===== src/rtl/fetch_unit.sv =====
// Program counter and instruction fetch stage of the multi-cycle MIPS core.
// Commits next PC on PCcount and fetches instruction words over req/ack.
module fetch_unit #(
    parameter logic [31:0] RESET_PC = 32'h0000_0000,
    parameter int unsigned PC_STEP  = 4
) (
    input  logic        clk,
    input  logic        reset,
    input  logic        PCcount,
    input  logic [1:0]  pc_sel,
    input  logic [31:0] addr_imm,
    input  logic [31:0] jr_target,
    input  logic        IR_DR,
    output logic        mem_req,
    output logic [31:0] mem_addr,
    input  logic [31:0] mem_rdata,
    input  logic        mem_ack,
    output logic [31:0] IR,
    output logic        ir_valid,
    output logic [31:0] pc,
    output logic [31:0] pc_plus4,
    output logic        busy,
    output logic        misalign
);

    localparam logic [1:0] IDLE  = 2'd0;
    localparam logic [1:0] REQ   = 2'd1;
    localparam logic [1:0] VALID = 2'd2;

    logic [1:0]  state;
    logic [31:0] next_pc;

    assign pc_plus4 = pc + PC_STEP;

    always_comb begin
        next_pc = pc_plus4;
        unique case (pc_sel)
            2'b00: next_pc = pc_plus4;
            2'b01: next_pc = pc_plus4 + (addr_imm << 2);
            2'b10: next_pc = {pc_plus4[31:28], addr_imm[25:0], 2'b00};
            2'b11: next_pc = {jr_target[31:2], 2'b00};
            default: next_pc = pc_plus4;
        endcase
    end

    // Outputs decode straight from state so an async reset clears them at once.
    assign mem_req  = (state == REQ);
    assign ir_valid = (state == VALID);
    assign busy     = (state != IDLE);
    assign misalign = reset & PCcount & (pc_sel == 2'b11)
                    & (jr_target[1:0] != 2'b00);

    always_ff @(posedge clk or negedge reset) begin
        if (!reset) begin
            state    <= IDLE;
            pc       <= RESET_PC;
            IR       <= '0;
            mem_addr <= RESET_PC;
        end else begin
            if (PCcount)
                pc <= next_pc;
            case (state)
                IDLE: begin
                    if (IR_DR) begin
                        state    <= REQ;
                        mem_addr <= PCcount ? next_pc : pc;
                    end
                end
                REQ: begin
                    if (mem_ack) begin
                        IR    <= mem_rdata;
                        state <= VALID;
                    end
                end
                VALID:   state <= IDLE;
                default: state <= IDLE;
            endcase
        end
    end

endmodule


===== config.mk =====
export PLATFORM = sky130hd
export DESIGN_NAME = fetch_unit
export DESIGN_NICKNAME = d
export VERILOG_FILES = /design/src/rtl/fetch_unit.sv
export SDC_FILE = /design/constraint.sdc
export NUM_CORES = 1
export LEC_CHECK = 0
export CORE_MARGIN = 8
export CORE_UTILIZATION = 40
export DETAILED_ROUTE_END_ITERATION = 6
export PLACE_DENSITY = 0.85
export SLEW_MARGIN = 30
export SYNTH_ARGS = -nofsm -noshare
export SYNTH_HDL_FRONTEND = slang
export SYNTH_SLANG_ARGS = --single-unit

===== constraint.sdc =====
create_clock -name clk -period 3.38 [get_ports clk]
set_clock_uncertainty 0.1 [all_clocks]
set_input_delay 1.014 -clock clk [delete_from_list [all_inputs] [get_ports clk]]
set_output_delay 1.014 -clock clk [all_outputs]
set_load 0.02 [all_outputs]

; ---- Yosys cells after proc, flatten, opt, wreduce, memory -nomap -nowiden
; Cells that the tools add are included.
[word_totals]
reg_bits = 98
in_bits = 103
out_inout_bits = 132
[op_classes]
n_addsub = 2
eq_ne = 7
mux = 5
bitwise = 3
reduce_logical = 7
[op_table]
columns = op, count
row1 = case mux 32 bit (4 select lines), 1
row2 = adder 32 x 3 -> 32 bit (second input constant), 1
row3 = adder 32 bit, 1
row4 = 2-to-1 mux 32 bit, 1
row5 = == test 2 bit (second input constant), 3
row6 = AND reduction 2 bit, 3
row7 = == test 2 x 1 -> 1 bit (second input constant), 2
row8 = zero test 2 bit, 2
row9 = 2-to-1 mux 2 bit, 2
row10 = case mux 2 bit (2 select lines), 1
row11 = nonzero test 2 bit, 2
row12 = bitwise AND 1 bit, 3
row13 = inequality test 2 x 1 -> 1 bit (second input constant), 1
row14 = inequality test 2 bit (second input constant), 1

; ---- Longest topological paths before layout
[depth]
ltp_word = 4
ltp_mapped = 17

; ---- Worst setup path after synthesis
; Ideal clock, no wire load.
[synth_timing]
path_kind = register to register
startpoint = reg pc[3]
endpoint = reg mem_addr[28]
t_arrival_ps = 3963
required_time_ps = 3155
setup_slack_ps = -807
stages_incl_launch_ff = 18
path_buffers = 1
cell_sequence = dfrtp_1 ha_1 nand3_1 nor2_1 nand4_4 nor2_1 nand2_1 xnor2_1 ha_1 clkbuf_2 nand3_1 or3_1 nor4_1 o21ai_1 a31o_2 a21oi_1 o41ai_2 mux2_2
[synth_via]
elab_chain_len = 4
[synth_lines]
columns = element, line
row1 = start: declaration, 20  ; output logic [31:0] pc,
row2 = start signal: assignment, 61  ; pc <= next_pc;
row3 = adder 32 x 3 -> 32 bit, 33  ; assign pc_plus4 = pc + PC_STEP;
row4 = via pc_plus4[26], 21  ; output logic [31:0] pc_plus4,
row5 = adder 32 bit, 39  ; 2'b01: next_pc = pc_plus4 + (addr_imm << 2);
row6 = case mux 32 bit (4 select lines), 37  ; unique case (pc_sel)
row7 = 2-to-1 mux 32 bit, n/a
row8 = end signal: assignment, 66  ; mem_addr <= PCcount ? next_pc : pc;
row9 = end: declaration, 15  ; output logic [31:0] mem_addr,
; The timed path passes the listed nets, and every way through them passes these cells.
; A chain may end at the register's enable or synchronous reset.

; ---- Final worst setup path
[layout_timing]
startpoint = reg pc[2]
endpoint = reg mem_addr[16]
[layout_via]
elab_chain_len = 4
[layout_lines]
columns = element, line
row1 = adder 32 x 3 -> 32 bit *, 33
row2 = adder 32 bit, 39
row3 = case mux 32 bit (4 select lines) *, 37
row4 = 2-to-1 mux 32 bit *, n/a
; Mark *: on every way between the ends. The rest lies on a longest branch, timed or not.

==> summary.txt <==
RUN STATUS
--------------------------------------------------------------------------------
Run status                                                          finished with violations
Violations in the final reports                                     design-rule violations, negative setup slack

DRT
--------------------------------------------------------------------------------
Number of vias in the routed layout                                         7943
Number of DRC violations after detailed routing                                2
Wire length after detailed routing                                      30350 um
Detailed-router iteration count before antenna repair                          7
Vias per cell                                                              5.752
Number of nets with antenna violations after routing                           0
Initial DRC Count                                                            728
Routed wire length per instance                                         21.98 um

SETUP PATH
--------------------------------------------------------------------------------
Worst Path Class, Setup                                                  reg2reg
Type of destination of the critical path                                register
Crit path cell chain                                                nand4_1, nor2_2, and4_4, xor2_4, ha_4, a21oi_2, o21ai_1, or3_4, o21bai_4, xnor2_1, mux4_2, mux2_4, mux2_4
R2r endpoint                                                        mem_addr[16]
Cell type with the highest occurrence count on the critical path    sky130_fd_sc_hd__mux2_4
Destination of the critical timing path                             mem_addr[16]
Maximum fanout count along the critical path                                   4
Cell type of the slowest stage on the worst timing path             sky130_fd_sc_hd__mux4_2
Setup crit start kind                                                   register
R2R depth                                                                     13
Critical Path Max Stage Delay                                            0.45 ns
Data arrival at the endpoint of the critical path                        3.80 ns
Worst endpoint required time                                             3.52 ns
R2R Setup Slk                                                           -0.28 ns
Worst reg2reg path startpoint                                              pc[2]
Launch point of the critical path                                          pc[2]

LOGIC SYNTHESIS
--------------------------------------------------------------------------------
Post-synthesis instance total                                                726
Multiplexer area fraction after synthesis                                 15.75%
Share of the synthesized area in compound gates (AO/OA/AOI/OAI)           16.82%
Largest cells by area after synthesis                               sky130_fd_sc_hd__dfrtp_1 (35%), sky130_fd_sc_hd__mux2_2 (9.7%), sky130_fd_sc_hd__ha_1 (6.1%)
Post-synth cell types                                                         71
Synth Area per Inst                                                  9.562 sq um
Post-synth top area share                                                 35.33%
Main combinational cell family by area after synthesis              compound AO/OA/AOI/OAI gates
Async set or reset register ratio after synthesis                         100.0%
Synth Area in XOR/XNOR                                                    5.930%
Adder-cell share of the synthesized area                                  6.417%
Cell type contributing the most total cell area after synthesis     sky130_fd_sc_hd__dfrtp_1
Most used flip-flop cell after synthesis                            sky130_fd_sc_hd__dfrtp_1
Part of the Yosys area used for sequential elements                       35.33%
Count of synthesis-stage warnings from yosys                                   0
Total nets after synthesis                                                   864
Number of enable-type register cells in the synthesized netlist                0
Area fraction in and, or, nand and nor cells after synthesis              16.40%
Post-synthesis register bit count                                             98
Total standard cell area after synthesis                              6942 sq um

GLOBAL ROUTE
--------------------------------------------------------------------------------
Number of antenna violations at the first check in global routing              0
Maximum number of pins on one net before global-route repair                  75
Global Route Usage Sum                                                    26.76%
First-pass GRT wire length                                              46050 um
Total congestion overflow                                                      0
Number of global-route vias before repair                                   8520

STA
--------------------------------------------------------------------------------
Worst slew margin relative to its limit                                   54.04%
Post-Route Hold Slack                                                  0.3903 ns
Setup repair after global routing missed its margin                         true
Hold violation count in the final report                                       0
Max-slew violation count                                                       0
Final worst path period need                                            3.656 ns
Worst slew pin tran                                                    0.6894 ns
Final period utilization                                                  108.2%
Final worst slack                                                     -0.2756 ns
Final setup violation count                                                   27
Max frequency                                                          273.6 MHz

FLOORPLAN
--------------------------------------------------------------------------------
Effective utilization at floorplan                                        40.56%
Area of the die                                                      21830 sq um
Die extent in x                                                         147.7 um
Chip Height                                                             147.7 um
Number of rows created at floorplan                                           48
Core outline area                                                    17120 sq um
Total I/O pin count                                                          235

CLOCKING
--------------------------------------------------------------------------------
Buffers from clock root to sink, at most                                       2
CTS buffer count                                                               9
Max H-tree Level                                                               3
CTS tree                                                                    done
Total clock sinks                                                             98
Reg clk slew, reported paths                                             0.08 ns
CTS Root Buffer Type                                                sky130_fd_sc_hd__clkbuf_16
Clock latency on the worst-skew pair                                     0.35 ns

LAYOUT
--------------------------------------------------------------------------------
Number of antenna repair diodes                                                0
Final design utilization                                                  72.92%
Nets@finish                                                                 1289
Area overhead of the layout relative to synthesis                         79.81%
Number of filler cells placed in the layout                                 1110
Fraction of final layout cells with drive strength greater than 1         42.21%

WORST HOLD PATH
--------------------------------------------------------------------------------
Worst Min Path Start                                                 mem_addr[2]
Worst hold path class                                                    reg2reg

PLACE
--------------------------------------------------------------------------------
RD Place Congestion                                                       0.9038
DPL Wire Length                                                         21690 um
Count of port buffers added during placement                                 232

POWER AND IR DROP
--------------------------------------------------------------------------------
Leakage                                                                 5.344 nW
Worst-case vdd ir drop                                               0.0005279 V
Cell Pwr Density                                                    781.2 nW/um^2

RUN
--------------------------------------------------------------------------------
Max capacitance violation total                                                0

==> cell usage after synthesis (17+ instances only) <==
master and instances:
sky130_fd_sc_hd__xnor2_1 28, sky130_fd_sc_hd__clkbuf_1 17, sky130_fd_sc_hd__ha_1 34, sky130_fd_sc_hd__inv_1 17, sky130_fd_sc_hd__nand2_1 91, sky130_fd_sc_hd__dfrtp_1 98, sky130_fd_sc_hd__o21ai_0 36, sky130_fd_sc_hd__nor2_1 48
sky130_fd_sc_hd__nand3_1 17, sky130_fd_sc_hd__a21oi_1 47, sky130_fd_sc_hd__mux2_2 60, sky130_fd_sc_hd__xor2_1 19
==> kinds of logic (layout without fill, tap and decap cells) <==
family,count (synthesis),in the layout
compound gates,176,176
xor+xnor,47,47
fa+ha+maj,35,35
buf+inv,55,485
flops,98,98
mux,87,87
simple gates,228,228
==> critical path, delay by kind of cell, from the launching register on <==
kind / cells / cell delay, ns
AO/OA/AOI/OAI: 3 / 0.40
adder cells (fa/ha/maj): 1 / 0.24
AND/OR/NAND/NOR: 4 / 1.11
flip-flops: 1 / 0.43
XOR/XNOR: 2 / 0.28
multiplexers: 3 / 0.98
==> worst min path at each step <==
stage	endpoint	slack (ns)	cells after the start
detailed placement	mem_addr[13]	0.37	2
finish	mem_addr[2]	0.39	2
floorplan	mem_addr[7]	0.49	2
global placement	mem_addr[7]	0.36	2
global route	mem_addr[2]	0.42	2
CTS	mem_addr[13]	0.39	2
==> cells in the final DEF (no fill, tap or decap), drive strengths merged, types with 19 or more instances in the layout <==
cell           instances
inv                   21
a21oi                 49
xnor2                 28
xor2                  19
nand2                 92
buf                  234
mux2                  62
clkdlybuf4s50        196
ha                    34
dfrtp                 98
nor2                  48
o21ai                 40
==> cell type report <==
type / instances / area, sq um / share of cell area, %
Timing Repair Buffer: 451 / 3990 / 31.97
Inverter: 18 / 67.56 / 0.5413
Sequential cell: 98 / 2472 / 19.81
Multi-Input combinational cell: 573 / 5366 / 42.99
Tap cell: 225 / 281.5 / 2.255
Clock buffer: 9 / 225.2 / 1.804
Clock inverter: 7 / 78.83 / 0.6315
==> flip-flops by register name, summed over array words and instances, names as in the netlist <==
register and count:
state 2, pc 32, mem_addr 32, IR 32
==> power by group <==
part	switching [mW]	total, mW	internal [mW]
clock	0.532	1.06	0.528
combinational	3.33	6.68	3.35
sequential	0.334	2.01	1.67
total	4.20	9.75	5.55
==> metrics by stage <==
stage               power (mW)  setup WS [ns]  std cells  setup TNS, ns  cell area, sq um
floorplan                5.042        -0.2622        726         -2.173              7405
global placement         7.787        -0.7914       1331         -20.34             11210
detailed placement       7.950        -0.8375       1331         -23.80             11210
CTS                      9.403        -0.2176       1375         -1.826             12180
global route             10.21        -0.3996       1381         -8.516             12480
finish                   9.751        -0.2756       1381         -3.467             12480
==> metal layers <==
layer / vias up / part of all wire, % / global-route usage [%]
met5: - / 0 / 0
li1: 3508 / - / -
met1: 3800 / 36 / 30.19
met2: 488 / 49 / 45.48
met3: 147 / 8.4 / 6.481
met4: 0 / 6.1 / 15.45
==> what timing repair did <==
action / CTS / global route
resized for setup: 172 / 59
hold buffers: 0 / 0
setup buffers: 28 / 6
setup endpoints to repair: 64 / 58
pin swaps: 69 / 32
Power figures use the tool's default switching activity.
